<file path="config.mk">
export PLATFORM = sky130hd
export DESIGN_NAME = seq_gen_flat
export DESIGN_NICKNAME = d
export VERILOG_FILES = /design/src/rtl/seq_gen_if.sv /design/src/rtl/seq_gen.sv /design/src/flat_wrapper.sv
export SDC_FILE = /design/constraint.sdc
export NUM_CORES = 1
export LEC_CHECK = 0
export ABC_AREA = 1
export ABC_CLOCK_PERIOD_IN_PS = 4700
export CAP_MARGIN = 20
export CORE_UTILIZATION = 55
export CTS_CLUSTER_SIZE = 8
export DETAILED_ROUTE_END_ITERATION = 12
export HOLD_SLACK_MARGIN = 0.1
export PLACE_DENSITY = 0.88
export SLEW_MARGIN = 5
export SYNTH_ARGS = -nofsm -noshare
export SYNTH_HDL_FRONTEND = slang
export SYNTH_SLANG_ARGS = --single-unit
</file>
<file path="constraint.sdc">
create_clock -name clk -period 4.7 [get_ports clk]
set_clock_uncertainty 0.15 [all_clocks]
set_input_delay 0.47 -clock clk [delete_from_list [all_inputs] [get_ports clk]]
set_output_delay 0.47 -clock clk [all_outputs]
set_load 0.02 [all_outputs]
</file>
<file path="src/rtl/seq_gen_if.sv">
// Handshake and pattern bundle between a frame controller (master) and seq_gen (slave).
// The serial stream x with valid/busy/done status flows back to the controller.
interface seq_gen_if #(
  parameter int WIDTH = 8
);
  logic             start;
  logic [WIDTH-1:0] data;
  logic [3:0]       len;
  logic [3:0]       reps;
  logic             x;
  logic             valid;
  logic             busy;
  logic             done;

  modport master (
    output start, data, len, reps,
    input  x, valid, busy, done
  );

  modport slave (
    input  start, data, len, reps,
    output x, valid, busy, done
  );
endinterface

</file>
<file path="src/rtl/seq_gen.sv">
// Serial pattern transmitter: shifts a captured word out MSB-first on x, optionally
// repeating the frame with a one-cycle idle gap, and pulses done after the last bit.
module seq_gen #(
  parameter int WIDTH = 8
) (
  input logic      clk,
  input logic      reset,
  seq_gen_if.slave bus
);

  localparam int         IW      = (WIDTH > 1) ? $clog2(WIDTH) : 1;
  localparam logic [3:0] LEN_MAX = (WIDTH > 15) ? 4'd15 : 4'(WIDTH);

  typedef enum logic [1:0] {
    S_IDLE = 2'd0,
    S_SEND = 2'd1,
    S_GAP  = 2'd2,
    S_DONE = 2'd3
  } state_t;

  state_t           state_q, state_d;
  logic [WIDTH-1:0] data_q, data_d;
  logic [3:0]       len_q, len_d;
  logic [IW-1:0]    idx_q, idx_d;
  logic [3:0]       rep_q, rep_d;

  logic             x_q, x_d;
  logic             valid_q, valid_d;
  logic             busy_q, busy_d;
  logic             done_q, done_d;

  logic [3:0]       len_clamp_s;

  assign len_clamp_s = (bus.len > LEN_MAX) ? LEN_MAX : bus.len;

  // State and frame context registers
  always_ff @(posedge clk or posedge reset) begin
    if (reset) begin
      state_q <= S_IDLE;
      data_q  <= {WIDTH{1'b0}};
      len_q   <= 4'd0;
      idx_q   <= {IW{1'b0}};
      rep_q   <= 4'd0;
    end else begin
      state_q <= state_d;
      data_q  <= data_d;
      len_q   <= len_d;
      idx_q   <= idx_d;
      rep_q   <= rep_d;
    end
  end

  // Next-state and frame context update
  always_comb begin
    state_d = state_q;
    data_d  = data_q;
    len_d   = len_q;
    idx_d   = idx_q;
    rep_d   = rep_q;
    case (state_q)
      S_IDLE: begin
        if (bus.start && (bus.len != 4'd0)) begin
          state_d = S_SEND;
          data_d  = bus.data;
          len_d   = len_clamp_s;
          idx_d   = IW'(len_clamp_s - 4'd1);
          rep_d   = bus.reps;
        end else begin
          state_d = S_IDLE;
        end
      end
      S_SEND: begin
        if (idx_q == {IW{1'b0}}) begin
          if (rep_q != 4'd0) begin
            state_d = S_GAP;
            rep_d   = rep_q - 4'd1;
            idx_d   = IW'(len_q - 4'd1);
          end else begin
            state_d = S_DONE;
          end
        end else begin
          idx_d = idx_q - IW'(1'b1);
        end
      end
      S_GAP:   state_d = S_SEND;
      S_DONE:  state_d = S_IDLE;
      default: state_d = S_IDLE;
    endcase
  end

  // Output decode from the upcoming state so the registered outputs line up with it
  always_comb begin
    x_d     = 1'b1;
    valid_d = 1'b0;
    busy_d  = 1'b0;
    done_d  = 1'b0;
    case (state_d)
      S_SEND: begin
        x_d     = data_d[idx_d];
        valid_d = 1'b1;
        busy_d  = 1'b1;
      end
      S_GAP:   busy_d = 1'b1;
      S_DONE:  done_d = 1'b1;
      default: x_d    = 1'b1;
    endcase
  end

  // Output registers; the line idles high
  always_ff @(posedge clk or posedge reset) begin
    if (reset) begin
      x_q     <= 1'b1;
      valid_q <= 1'b0;
      busy_q  <= 1'b0;
      done_q  <= 1'b0;
    end else begin
      x_q     <= x_d;
      valid_q <= valid_d;
      busy_q  <= busy_d;
      done_q  <= done_d;
    end
  end

  assign bus.x     = x_q;
  assign bus.valid = valid_q;
  assign bus.busy  = busy_q;
  assign bus.done  = done_q;

endmodule
</file>
<file path="src/flat_wrapper.sv">
// flat-port wrapper written by rule: the top's interface ports become plain ports
module seq_gen_flat 
#(
  parameter int WIDTH = 8
)
  (clk, reset, bus_start, bus_data, bus_len, bus_reps, bus_x, bus_valid, bus_busy, bus_done);
  seq_gen_if #(.WIDTH(WIDTH)) bus_i ();
  input logic clk;
  input logic reset;
  input wire logic [$bits(bus_i.start)-1:0] bus_start;
  input wire logic [$bits(bus_i.data)-1:0] bus_data;
  input wire logic [$bits(bus_i.len)-1:0] bus_len;
  input wire logic [$bits(bus_i.reps)-1:0] bus_reps;
  output wire logic [$bits(bus_i.x)-1:0] bus_x;
  output wire logic [$bits(bus_i.valid)-1:0] bus_valid;
  output wire logic [$bits(bus_i.busy)-1:0] bus_busy;
  output wire logic [$bits(bus_i.done)-1:0] bus_done;
  assign bus_i.start = bus_start;
  assign bus_i.data = bus_data;
  assign bus_i.len = bus_len;
  assign bus_i.reps = bus_reps;
  assign bus_x = bus_i.x;
  assign bus_valid = bus_i.valid;
  assign bus_busy = bus_i.busy;
  assign bus_done = bus_i.done;
  seq_gen #(.WIDTH(WIDTH)) u_core (.clk(clk), .reset(reset), .bus(bus_i));
endmodule
</file>
**Yosys cells after proc, flatten, opt, wreduce, memory -nomap -nowiden**

Cells that the tools add are included.

- Add/subtract/negate cells: 4
- $mul: 0
- Div/mod/pow operators: 0
- $lt $le $gt $ge: 2
- Equality and inequality tests: 9
- Shift operators: 0
- Multiplexer cells: 21
- Bitwise logic cells: 0
- Reduce and logical (&&, ||, !) cells: 9

Operator list:

| operator | number |
|---|---|
| 8-bit 2-to-1 mux | 2 |
| 3-bit 2-to-1 mux | 4 |
| 4-bit 2-to-1 mux | 3 |
| 3-bit by 1-bit subtractor with 3-bit output (second input constant) | 3 |
| 2-bit == test (second input constant) | 4 |
| 2-bit case mux with 4 select lines | 1 |
| 4-bit case mux with 2 select lines | 1 |
| 4-bit nonzero test | 2 |
| 1-bit 2-to-1 mux | 7 |
| 2-bit by 1-bit != test with 1-bit output (second input constant) | 3 |
| 3-bit case mux with 2 select lines | 1 |
| 2-bit by 1-bit == test with 1-bit output (second input constant) | 2 |
| 4-bit greater-than comparator (second input constant) | 1 |
| 3-bit by 4-bit less-than comparator with 1-bit output (second input constant) | 1 |
| 4-bit AND reduction | 1 |
| 4-bit by 1-bit subtractor with 4-bit output (second input constant) | 1 |
| 1-bit binary-select mux with 3-bit select | 1 |
| 3-bit logical NOT | 1 |
| 2-bit logical NOT | 1 |
| 2-bit 2-to-1 mux | 1 |
| 2-bit AND reduction | 1 |
| 2-bit nonzero test | 1 |
| 2-bit OR reduction | 1 |
| 1-bit logical AND | 1 |

- Flip-flop bits (word level): 24
- Bits in latches: 0
- Bits in writable memories: 0
- Memory bits (read-only): 0
- Bits of input ports: 19
- Word-level logic and storage cells: 54
- Memories kept: 0

**Logic depth before layout (Yosys ltp)**

- Word-level depth: 8
- Gate-level depth with buffers: 12

**Worst setup path before layout**

No wires, ideal clock.

- Path type: input port to flip-flop
- Start: in bus_len[1]
- End: reg u_core.x_q (netlist: u_core.bus.x)
- Arrival: 1.622 ns
- Required time: 4.468 ns
- Slack: 2.845 ns
- Cell stages on the path: 10
- Path buffers: 0
- Path through: nor2_2 > nand2_1 > nand2_1 > nand2_1 > ha_1 > or2_0 > nand3_2 > nand3_1 > nand3_1 > nand3_1

- Cells in the longest elaborated chain, start to end: 8
- Elaborated cells on any way between the ends: 15
- Classes of those cells: 1 x add/sub; 1 x order compare; 1 x eq/ne; 10 x mux; 2 x reduce/logical

RTL lines:

| item | RTL line | source |
|---|---|---|
| start: declaration | flat_wrapper.sv:12 | `input wire logic [$bits(bus_i.len)-1:0] bus_len;` |
| 4-bit greater-than comparator | seq_gen.sv:34 | `assign len_clamp_s = (bus.len > LEN_MAX) ? LEN_MAX : bus.len;` |
| 3-bit 2-to-1 mux | seq_gen.sv:34 |  |
| 3-bit by 1-bit subtractor with 3-bit output | seq_gen.sv:66 | `idx_d = IW'(len_clamp_s - 4'd1);` |
| 3-bit 2-to-1 mux (*) | seq_gen.sv:62 | `if (bus.start && (bus.len != 4'd0)) begin` |
| 3-bit case mux with 2 select lines (*) | seq_gen.sv:60 | `case (state_q)` |
| named net u_core.idx_d[1] | seq_gen.sv:24 | `logic [IW-1:0] idx_q, idx_d;` |
| 1-bit binary-select mux with 3-bit select (*) | seq_gen.sv:99 | `x_d = data_d[idx_d];` |
| 1-bit 2-to-1 mux (not written as such) (*) | seq_gen.sv:99 |  |
| 1-bit 2-to-1 mux (*) | seq_gen.sv:97 | `case (state_d)` |
| named net u_core.x_d | seq_gen.sv:27 | `logic x_q, x_d;` |
| end signal: assignment | seq_gen.sv:112 | `x_q <= 1'b1;` |
| end signal: assignment | seq_gen.sv:117 | `x_q <= x_d;` |
| end: declaration | seq_gen.sv:27 |  |

The timed path passes the listed nets; every way through them passes the cells marked *. The select of a mux whose other input is x is not followed.
A chain may end at the register's enable or synchronous reset.

**Worst setup path after layout**

Ends and elaborated chain as after synthesis.

==> results.ini <==
[status]
status = finished clean

[clock_tree]
tritoncts = yes
cts_hold_buf = 0
cts_max_path_buffers = 2
cts_num_sinks = 24
clk_pin_slew_ns = 0.14
root_buffer = clkbuf_4
cts_setup_buffers = 0
clk_latency_ns = 0.32
cts_resized = 0
cts_buffers = 3
cts_max_level = 1

[sta]
finalSetupTns_ns = 0
relSlewSlack_pct = 39.6
finalSetupViolCount = 0
final.period_utilization_pct = 45.1
tightest_slew_ns = 0.905
fin_crit_ns = 2.12
hold_violations = 0
rsz0062_at_grt = false
fmax_mhz = 471
drv_slew = 0

[placed_design]
gp_congestion = 0.766
dp_hpwl_mm = 2.25
portBuffers = 22
placed_area_um2 = 1610

[pwr]
power_density_nw_per_um2 = 707
power.internal_uw = 638
p_leak_uw = 0.000808
clkPwrFrac_pct = 12.7
p_sw_uw = 534
seq_power_share_pct = 31.2
power.share.switching_pct = 45.6
combPwrFrac_pct = 56.1
vdd_drop_max_v = 0.000492

[hold_path]
hp-class = register to register
min_path_cells = 2
worstHoldEndpoint = u_core.data_q[4]$_DFF_PP0_
min_from = u_core.data_q[4]$_DFF_PP0_

[worst_setup_path]
crit_path_cell_trace = clkdlybuf4s50_1 > nor2_2 > nand2_1 > nand2_1 > nand2_1 > ha_1 > or2_0 > nand3_2 > inv_2 > nand3_1 > nand3_1 > nand3_1
max_stage_delay_ns = 0.44
r2r_cells = 11
arrival_ns = 2.25
endpoint_kind = register
slowest_stage = clkdlybuf4s50_1
crit_type = primary input to register
r2r_start = u_core.idx_q[0]$_DFF_PP0_
required_ns = 4.82
cp_max_fo = 4
cp_num_buf_inv = 2
timing.rr.end = u_core.bus.x$_DFF_PP1_
cpLargestDelayFamily = simple AND/OR/NAND/NOR gates
startpoint_type = primary input
r2r_setup_slack_ns = 2.75

[yosys]
syn-instance-count = 163
ys_seq_elements = 24
synth_area_um2 = 1360
synthArstFlopShare_pct = 100
synthFlopType = dfrtp_1
synth_edf_count = 0
yosysUniqueCellTypes = 28
syn_avg_cell_area_um2 = 8.35
yosysWarnings = 0
syn_nets = 189
ys_seq_area_share_pct = 44.2

[grt]
grt_first_pass_wirelength_mm = 4.92
grt_usage_pct = 25.4
grt_pass1_vias = 1156
grt_overflow = 0
antenna_found_initial = 0
grt_max_degree = 25

[cells_and_area]
nNetsFinal = 215
fin_util_pct = 72.8
stdcell_area_um2 = 1660
seq_area_um2 = 602
synthToLayoutAreaGrowth_pct = 21.8
final_common_cell = nand2_1
drive_above_1_share_pct = 12.2
fillers = 168
mostFrequentLayoutCells = 50 x nand2_1, 23 x dfrtp_1, 22 x clkdlybuf4s50_1
multiInputGateArea_um2 = 673
antenna_cells = 0

[flow_run]
cap_violations = 0

[routing]
drt_iter0_markers = 30
ant_nets = 0
wl_per_cell_um = 13.8
routed_wl_mm = 2.99
via_per_inst = 5.47
drc_errors = 0
vias = 1181
drt_pre_antenna_iters = 4

[floorplanning]
fp-row-count = 17
core_um2 = 2280
io_pins = 23
dieArea_um2 = 2680
die_x_um = 51.8
dieHeight_um = 51.8
initial_core_util_pct = 59.8

power groups by stage:
stage | Combinational [µW] | Sequential (µW) | Clock (µW)
finish | 657 | 365 | 149
global route | 729 | 376 | 158
CTS | 648 | 365 | 151
detailed placement | 643 | 369 | 0
global placement | 595 | 364 | 0
floorplan | 462 | 377 | 0
area by class of cell:
class	instances	share of cell area (%)
clock buffers	3	1.36
flip-flops and latches	24	36.3
multi-input cells	118	40.6
inverters	20	4.53
repair buffers	22	13.3
clock inverters	1	1.81
well taps	28	2.11
worst max path at each step:
| stage | start | endpoint | depth (start not counted) |
|---|---|---|---|
| global route | bus_len[1] | u_core.bus.x$_DFF_PP1_ | 12 |
| finish | bus_len[1] | u_core.bus.x$_DFF_PP1_ | 12 |
| floorplan | bus_len[1] | u_core.bus.x$_DFF_PP1_ | 10 |
| global placement | bus_len[1] | u_core.bus.x$_DFF_PP1_ | 11 |
| detailed placement | bus_len[1] | u_core.bus.x$_DFF_PP1_ | 11 |
| CTS | bus_len[1] | u_core.bus.x$_DFF_PP1_ | 12 |
routing by layer:
metal	share of wire (%)	global-route usage, %
met1	45	31.2
met2	48	44.8
met3	5.1	3.80
met4	1.5	9.46
met5	0	0
flip-flops by register name, indices dropped and copies added (netlist names):
| signal | flops |
|---|---|
| u_core.bus.x | 1 |
| u_core.data_q | 8 |
| u_core.state_q | 2 |
| u_core.bus.busy | 1 |
| u_core.bus.valid | 1 |
| u_core.bus.done | 1 |
| u_core.idx_q | 3 |
| u_core.len_q | 3 |
| u_core.rep_q | 4 |
Yosys cell counts (2+ instances only):
| library cell | instances | area (µm²) |
|---|---|---|
| nand3_1 | 10 | 50.1 |
| nor2_1 | 7 | 26.3 |
| nor2_4 | 2 | 22.5 |
| nand3_4 | 2 | 35.0 |
| ha_1 | 7 | 87.6 |
| nand2_1 | 50 | 188 |
| nand4_1 | 11 | 68.8 |
| nand2_2 | 4 | 25.0 |
| o21ai_0 | 9 | 45.0 |
| dfrtp_1 | 23 | 576 |
| inv_1 | 17 | 63.8 |
| nand3_2 | 3 | 30.0 |
| inv_2 | 3 | 11.3 |
per-stage QoR:
step                      total power [µW]  worst slack [ns]  instances  hold slack (ns)
final                                 1170              2.58        216            0.341
after global routing                  1260              2.46        216            0.357
after CTS                             1160              2.59        216            0.338
after detailed placement              1010              2.26        212            0.306
after global placement                 959              2.34        212            0.305
after floorplan                        838              2.85        163            0.289
worst register-to-register path, delay by kind of cell, from the launching register on:
family,cells,cell delay (ns)
AND/OR/NAND/NOR,8,0.93
flip-flops,1,0.44
buffers and inverters,2,0.19
adder cells (fa/ha/maj),1,0.18
cell families (layout without fill, tap and decap cells):
kind of cell / count (synthesis) / after routing / synth area share (%)
and+or+nand+nor: 94 / 94 / 35.5
DFF: 24 / 24 / 44.2
buffers and inverters: 21 / 46 / 6.34
AOI/OAI and AO/OA: 15 / 15 / 6.25
adders and majority gates: 7 / 7 / 6.43
xor gates and xnor gates: 2 / 2 / 1.29
Note: power is estimated with default switching activity, not from simulation.
